<file path="src/rtl/fpcvt_pkg.sv">
// Shared constants and helpers for the integer-to-compact-float converter.
package fpcvt_pkg;

    // Default geometry: 12-bit samples into a 1/3/4 sign/exponent/mantissa float.
    localparam int DATA_W_DEF = 12;
    localparam int EXP_W_DEF  = 3;
    localparam int MANT_W_DEF = 4;
    localparam int CNT_W_DEF  = 8;

    // Largest magnitude the priority encoder helper can scan.
    localparam int MAX_MAG_W  = 64;

    // Largest exponent code at the default exponent width.
    localparam int EMAX       = (2 ** EXP_W_DEF) - 1;

    // Largest exponent code for an arbitrary exponent width.
    function automatic int emax_of(input int exp_w);
        return (2 ** exp_w) - 1;
    endfunction

    // Index of the highest set bit; an all-zero magnitude reports 0.
    function automatic int msb_index(input logic [MAX_MAG_W-1:0] mag);
        int p;
        p = 0;
        for (int i = 0; i < MAX_MAG_W; i++) begin
            if (mag[i]) begin
                p = i;
            end else begin
                p = p;
            end
        end
        return p;
    endfunction

endpackage

</file>
<file path="src/rtl/fpcvt_lzd.sv">
// Combinational priority encoder: position of the highest set magnitude bit.
module fpcvt_lzd
    import fpcvt_pkg::*;
#(
    parameter int W  = 11,
    parameter int PW = 4
) (
    input  logic [W-1:0]  mag_i,
    output logic [PW-1:0] p_o
);

    // Zero-extend into the helper's scan width; the upper bits never win.
    assign p_o = PW'(msb_index(MAX_MAG_W'(mag_i)));

endmodule

</file>
<file path="src/rtl/fpcvt_pipe.sv">
// Three-stage streaming converter from two's-complement integers to (S, E, F)
// floats with per-sample round/truncate, backpressure and saturation counting.
module fpcvt_pipe
    import fpcvt_pkg::*;
#(
    parameter int DATA_W = DATA_W_DEF,
    parameter int EXP_W  = EXP_W_DEF,
    parameter int MANT_W = MANT_W_DEF,
    parameter int CNT_W  = CNT_W_DEF
) (
    input  logic              clk,
    input  logic              rst_n,
    input  logic              in_valid,
    output logic              in_ready,
    input  logic [DATA_W-1:0] in_data,
    input  logic              in_rnd,
    output logic              out_valid,
    input  logic              out_ready,
    output logic              out_s,
    output logic [EXP_W-1:0]  out_e,
    output logic [MANT_W-1:0] out_f,
    output logic              out_sat,
    output logic [CNT_W-1:0]  sat_cnt,
    input  logic              sat_clr
);

    localparam int MAG_W = DATA_W - 1;
    localparam int PW    = $clog2(MAG_W);
    localparam logic [EXP_W-1:0] EMAX_E = {EXP_W{1'b1}};

    // Reject geometries whose exponent cannot reach the top magnitude bit.
    if (DATA_W - 1 - MANT_W > emax_of(EXP_W)) begin : g_exp_range_err
        $error("fpcvt_pipe: EXP_W too small for DATA_W/MANT_W");
    end
    if (DATA_W < MANT_W + 2 || MANT_W < 2 || EXP_W < 2 || MAG_W > MAX_MAG_W) begin : g_geom_err
        $error("fpcvt_pipe: unsupported DATA_W/EXP_W/MANT_W combination");
    end

    // Stage payloads; widths follow the module parameters.
    typedef struct packed {
        logic             s;
        logic [MAG_W-1:0] mag;
        logic             rnd;
        logic             sat;
    } s1_t;

    typedef struct packed {
        logic              s;
        logic [EXP_W-1:0]  e;
        logic [MANT_W-1:0] f;
        logic              rbit;
        logic              rnd;
        logic              sat;
    } s2_t;

    logic              v1_q, v2_q, v3_q;
    logic              rdy1_s, rdy2_s, rdy3_s;
    s1_t               s1_d, s1_q;
    s2_t               s2_d, s2_q;
    logic [DATA_W-1:0] abs_s;
    logic [PW-1:0]     p_s;
    int                e_int_s;
    logic [MANT_W:0]   f_inc_s;
    logic              out_s_d, out_s_q;
    logic [EXP_W-1:0]  out_e_d, out_e_q;
    logic [MANT_W-1:0] out_f_d, out_f_q;
    logic              out_sat_d, out_sat_q;
    logic              xfer_s;
    logic [CNT_W-1:0]  cnt_d, cnt_q;

    // Ready ripples back from the consumer; a stage accepts when empty or draining.
    assign rdy3_s   = !v3_q || out_ready;
    assign rdy2_s   = !v2_q || rdy3_s;
    assign rdy1_s   = !v1_q || rdy2_s;
    assign in_ready = rdy1_s;

    // Stage 1 datapath: split sign and magnitude; the most-negative code clamps.
    always_comb begin
        s1_d = '0;
        if (in_data[DATA_W-1]) begin
            abs_s = ~in_data + {{(DATA_W-1){1'b0}}, 1'b1};
        end else begin
            abs_s = in_data;
        end
        s1_d.s   = in_data[DATA_W-1];
        s1_d.rnd = in_rnd;
        // Only -2^(DATA_W-1) still has the top bit set after negation.
        s1_d.sat = abs_s[DATA_W-1];
        if (abs_s[DATA_W-1]) begin
            s1_d.mag = {MAG_W{1'b1}};
        end else begin
            s1_d.mag = abs_s[MAG_W-1:0];
        end
    end

    // Stage 1 register: capture an accepted sample, advance when downstream allows.
    always_ff @(posedge clk or negedge rst_n) begin
        if (!rst_n) begin
            v1_q <= 1'b0;
            s1_q <= '0;
        end else if (rdy1_s) begin
            v1_q <= in_valid;
            if (in_valid) begin
                s1_q <= s1_d;
            end
        end
    end

    fpcvt_lzd #(
        .W  (MAG_W),
        .PW (PW)
    ) u_lzd (
        .mag_i (s1_q.mag),
        .p_o   (p_s)
    );

    // Stage 2 datapath: pick the exponent that fits the magnitude in MANT_W bits.
    always_comb begin
        s2_d = '0;
        if (int'(p_s) > MANT_W - 1) begin
            e_int_s = int'(p_s) - (MANT_W - 1);
        end else begin
            e_int_s = 0;
        end
        s2_d.s   = s1_q.s;
        s2_d.e   = EXP_W'(e_int_s);
        s2_d.f   = MANT_W'(s1_q.mag >> e_int_s);
        s2_d.rnd = s1_q.rnd;
        s2_d.sat = s1_q.sat;
        // Round bit is the first bit shifted out, absent when nothing was shifted.
        if (e_int_s > 0) begin
            s2_d.rbit = 1'(s1_q.mag >> (e_int_s - 1));
        end else begin
            s2_d.rbit = 1'b0;
        end
    end

    // Stage 2 register.
    always_ff @(posedge clk or negedge rst_n) begin
        if (!rst_n) begin
            v2_q <= 1'b0;
            s2_q <= '0;
        end else if (rdy2_s) begin
            v2_q <= v1_q;
            if (v1_q) begin
                s2_q <= s2_d;
            end
        end
    end

    // Stage 3 datapath: optional half-up rounding with renormalise or clamp on carry.
    always_comb begin
        f_inc_s   = {1'b0, s2_q.f} + {{MANT_W{1'b0}}, (s2_q.rnd & s2_q.rbit)};
        out_s_d   = s2_q.s;
        out_e_d   = s2_q.e;
        out_f_d   = f_inc_s[MANT_W-1:0];
        out_sat_d = s2_q.sat;
        if (f_inc_s[MANT_W]) begin
            if (s2_q.e == EMAX_E) begin
                out_e_d   = EMAX_E;
                out_f_d   = {MANT_W{1'b1}};
                out_sat_d = 1'b1;
            end else begin
                out_e_d   = s2_q.e + {{(EXP_W-1){1'b0}}, 1'b1};
                out_f_d   = {1'b1, {(MANT_W-1){1'b0}}};
                out_sat_d = s2_q.sat;
            end
        end else begin
            out_e_d   = s2_q.e;
            out_f_d   = f_inc_s[MANT_W-1:0];
            out_sat_d = s2_q.sat;
        end
    end

    // Stage 3 register doubles as the output register; it holds while stalled.
    always_ff @(posedge clk or negedge rst_n) begin
        if (!rst_n) begin
            v3_q      <= 1'b0;
            out_s_q   <= 1'b0;
            out_e_q   <= '0;
            out_f_q   <= '0;
            out_sat_q <= 1'b0;
        end else if (rdy3_s) begin
            v3_q <= v2_q;
            if (v2_q) begin
                out_s_q   <= out_s_d;
                out_e_q   <= out_e_d;
                out_f_q   <= out_f_d;
                out_sat_q <= out_sat_d;
            end
        end
    end

    assign xfer_s = v3_q && out_ready;

    // Saturation count: clear wins, otherwise count delivered saturated results.
    always_comb begin
        if (sat_clr) begin
            cnt_d = '0;
        end else if (xfer_s && out_sat_q && (cnt_q != {CNT_W{1'b1}})) begin
            cnt_d = cnt_q + {{(CNT_W-1){1'b0}}, 1'b1};
        end else begin
            cnt_d = cnt_q;
        end
    end

    // Saturation count register.
    always_ff @(posedge clk or negedge rst_n) begin
        if (!rst_n) begin
            cnt_q <= '0;
        end else begin
            cnt_q <= cnt_d;
        end
    end

    assign out_valid = v3_q;
    assign out_s     = out_s_q;
    assign out_e     = out_e_q;
    assign out_f     = out_f_q;
    assign out_sat   = out_sat_q;
    assign sat_cnt   = cnt_q;

endmodule
</file>
<file path="config.mk">
export PLATFORM = sky130hd
export DESIGN_NAME = fpcvt_pipe
export DESIGN_NICKNAME = d
export VERILOG_FILES = /design/src/rtl/fpcvt_pkg.sv /design/src/rtl/fpcvt_lzd.sv /design/src/rtl/fpcvt_pipe.sv
export SDC_FILE = /design/constraint.sdc
export NUM_CORES = 1
export LEC_CHECK = 0
export CORE_MARGIN = 5
export CORE_UTILIZATION = 50
export DETAILED_ROUTE_END_ITERATION = 16
export PLACE_DENSITY_LB_ADDON = 0.1
export SLEW_MARGIN = 20
export SYNTH_ARGS = -nofsm -noshare
export SYNTH_HDL_FRONTEND = slang
export SYNTH_HIERARCHICAL = 1
export SYNTH_SLANG_ARGS = --single-unit
</file>
<file path="constraint.sdc">
create_clock -name clk -period 2.7 [get_ports clk]
set_clock_uncertainty 0.05 [all_clocks]
set_input_delay 0.54 -clock clk [delete_from_list [all_inputs] [get_ports clk]]
set_output_delay 0.54 -clock clk [all_outputs]
set_load 0.01 [all_outputs]
</file>
==> results of run 1 <==
==> final cells by class <==
| class | count | area (µm²) | area share [%] |
|---|---|---|---|
| Sequential cell | 45 | 1130 | 30.9 |
| Inverter | 10 | 37.5 | 1.03 |
| Clock buffer | 6 | 72.6 | 1.99 |
| Tap cell | 72 | 90.1 | 2.47 |
| Timing Repair Buffer | 71 | 622 | 17.0 |
| Clock inverter | 2 | 15.0 | 0.411 |
| Multi-Input combinational cell | 256 | 1690 | 46.2 |
==> power by group <==
part | internal [mW] | leakage, nW | switching (mW)
Combinational | 0.558 | 0.995 | 0.551
Clock | 0.182 | 0.0374 | 0.225
Sequential | 0.828 | 0.544 | 0.114
Total | 1.57 | 1.58 | 0.890
==> worst max-delay path: stages, from the launching register on <==
cell and delay [ps]:
dfrtp_1 430, nor2_1 60, a221o_1 360, a221oi_4 310
ha_1 290, xnor2_1 250, nor2_1 200, o2111ai_1 230
a21oi_1 90, a31o_2 220
==> cells in the final DEF (no fill, tap or decap), types with 5 or more instances in the layout <==
cell	count
mux2_2	5
and2_1	5
buf_4	34
a21oi_1	27
clkdlybuf4s50_1	35
nand2_1	32
or3b_2	5
inv_1	8
nand2b_1	7
dfrtp_1	44
nor2_1	37
a211oi_1	5
xnor2_1	7
o21ai_0	25
xor2_1	13
nor2b_1	5
clkbuf_8	5
ha_1	7
nand3_1	11
==> per-layer routing <==
metal / global-route usage [%] / up-vias
met5: 0 / -
met4: 4.03 / 0
met3: 2.31 / 5
met2: 32.5 / 58
met1: 26.5 / 1190
li1: - / 1299
==> registers in the layout (all words and copies together) (netlist names) <==
register	count
s2_q	10
out_s	1
out_e	3
v2_q	1
out_s_d	1
out_f	4
s1_q	14
out_valid	1
out_sat	1
v1_q	1
sat_cnt	8
==> through the flow <==
stage	setup WS (ps)	area (µm²)	cells
CTS	9.25	3620	462
detailed placement	-8.51	3530	454
global placement	15.1	3530	454
finish	124	3650	462
floorplan	4.71	2900	326
global route	-14.7	3650	462
==> kinds of logic (layout without fill, tap and decap cells) <==
| logic type | Yosys count | in the layout | synth area share, % |
|---|---|---|---|
| AND/OR/NAND/NOR | 130 | 130 | 23.1 |
| AO/OA/AOI/OAI | 86 | 86 | 18.9 |
| flip-flops | 45 | 45 | 39.4 |
| buffers and inverters | 25 | 89 | 3.54 |
| XOR/XNOR | 20 | 20 | 6.12 |
| multiplexers | 11 | 11 | 4.94 |
| adder cells (fa/ha/maj) | 9 | 9 | 3.94 |
==> Yosys cell counts, types with 3 or more instances <==
cell	instances	area (µm²)
nand3_1	11	55.1
mux2i_1	4	40.0
clkbuf_1	12	45.0
ha_1	9	113
nor3b_1	4	30.0
a21o_1	3	22.5
a211oi_1	5	37.5
mux2_2	5	56.3
dfrtp_1	45	1130
inv_1	10	37.5
o21ai_0	25	125
or3b_2	5	43.8
nand2_1	32	120
and3_1	4	25.0
nor2b_1	6	37.5
xor2_1	13	114
xnor2_1	7	61.3
o31ai_1	4	30.0
nor2_1	38	143
a21oi_1	29	145
and2_1	5	31.3
nand2b_1	8	50.1
==> final timing paths <==
check / endpoint / slack [ps]
max: s2_q[4] / 120
min: s2_q[6] / 150
max reg2reg: s2_q[4] / 120
min reg2reg: s2_q[0] / 420
max in group asynchronous: s1_q[7] / 1840
min in group clk: s2_q[0] / 420
==> reports/results.txt, run 1 <==
Outcome -> complete, no violations
Measured slew at the worst slew-check pin -> 487 ps
DRT antenna net count -> 0
Synthesized Nets -> 353
Max transition margin -> 67.6%
First-pass GRT wire length -> 11.5 mm
Root Driver -> clkbuf_8
Tmin final -> 2580 ps
CP startpoint kind -> flip-flop
Worst Path Arrival -> 2710 ps
Wire length on met3 -> 285 µm
# DRC -> 0
Fin Setup TNS -> 0 ps
Core area -> 0.00554 mm²
Post-CTS setup buffers -> 0
Met2 WL post-DR -> 3.30 mm
CTS Buf Count -> 5
Top sig layer -> met4
Die Y-Extent -> 85.6 µm
Mapped Cells -> 326
WL/cell -> 14.6 µm
Max Cap Viol -> 0
Slew Viols, Final -> 0
Full die area -> 0.00733 mm²
DR pass1 iterations -> 4
Achievable frequency -> 388 MHz
RSZ-0062 raised after global routing -> yes
Final core utilization -> 65.9%
Yosys cell types -> 50
Top FF cell, synth -> dfrtp_1
Final Hold Fails -> 0
Peak supply drop -> 0.000346 V
Hpwl dp -> 5.26 mm
Setup crit start -> s1_q[5]
GRT overflow -> 0
Starting Density -> 51.6%
Inserted Diodes -> 0
Clk buf depth -> 2
Yosys warning count -> 6
GPL Wtd Cong -> 0.884
Vias in the first global route -> 2,485
I/O Buffers -> 36
Vias -> 2,552
R2R depth -> 9
Worst reg2reg path startpoint -> s1_q[5]
Total leakage power -> 1.58 nW
Register area share after synthesis -> 39.4%
Pwr Density -> 673 mW/mm²
Asr flop ratio synth -> 100%
WHS -> 150 ps
Hold WC Path Type -> in -> async
Nets -> 416
Pin count of the biggest net entering global routing -> 21
CTS tree -> done
Boundary Pins -> 37
EDFF count, synth -> 0
Clock transition at the register clock pins on the worst setup and hold paths after CTS -> 90 ps
Row Count -> 27
Post-synthesis cell area -> 0.00286 mm²
Layout cells sized above 1 -> 17.7%
Antenna violations before repair -> 0
Fillers -> 498
Worst-path fanout max -> 5
Clk_lat worst skew -> 290 ps
Die W -> 85.6 µm
Hold buffers post-CTS -> 0
Clock sinks -> 45
Syn Area/Cell -> 8.77 µm²
H-tree levels -> 2
Tot GR Track Use -> 19.2%
Wl on met1 -> 3.11 mm
Post_cts resized -> 0
Initial DRC Count -> 134
Finish-stage setup viols -> 0
Crit. End Element -> flip-flop
Vias per Instance -> 5.52
CP Class -> reg -> reg
Area Growth Syn to Fin -> 27.7%
Final wirelength -> 6.74 mm
Crit share post-route -> 95.4%
Worst EP required -> 2840 ps
Yosys reg bits -> 45
Total Power -> 2.46 mW
No activity file was read; power rests on OpenSTA's default activity.
==> run 2, diff against run 1 <==
--- a/config.mk
+++ b/config.mk
@@ -9,6 +9,7 @@
 export CORE_UTILIZATION = 50
 export DETAILED_ROUTE_END_ITERATION = 16
 export PLACE_DENSITY_LB_ADDON = 0.1
+export SKIP_CTS_REPAIR_TIMING = 1
 export SLEW_MARGIN = 20
 export SYNTH_ARGS = -nofsm -noshare
 export SYNTH_HDL_FRONTEND = slang
==> results of run 2 <==
Same layout as run 1: the final DEF is identical, and so are final timing and power.
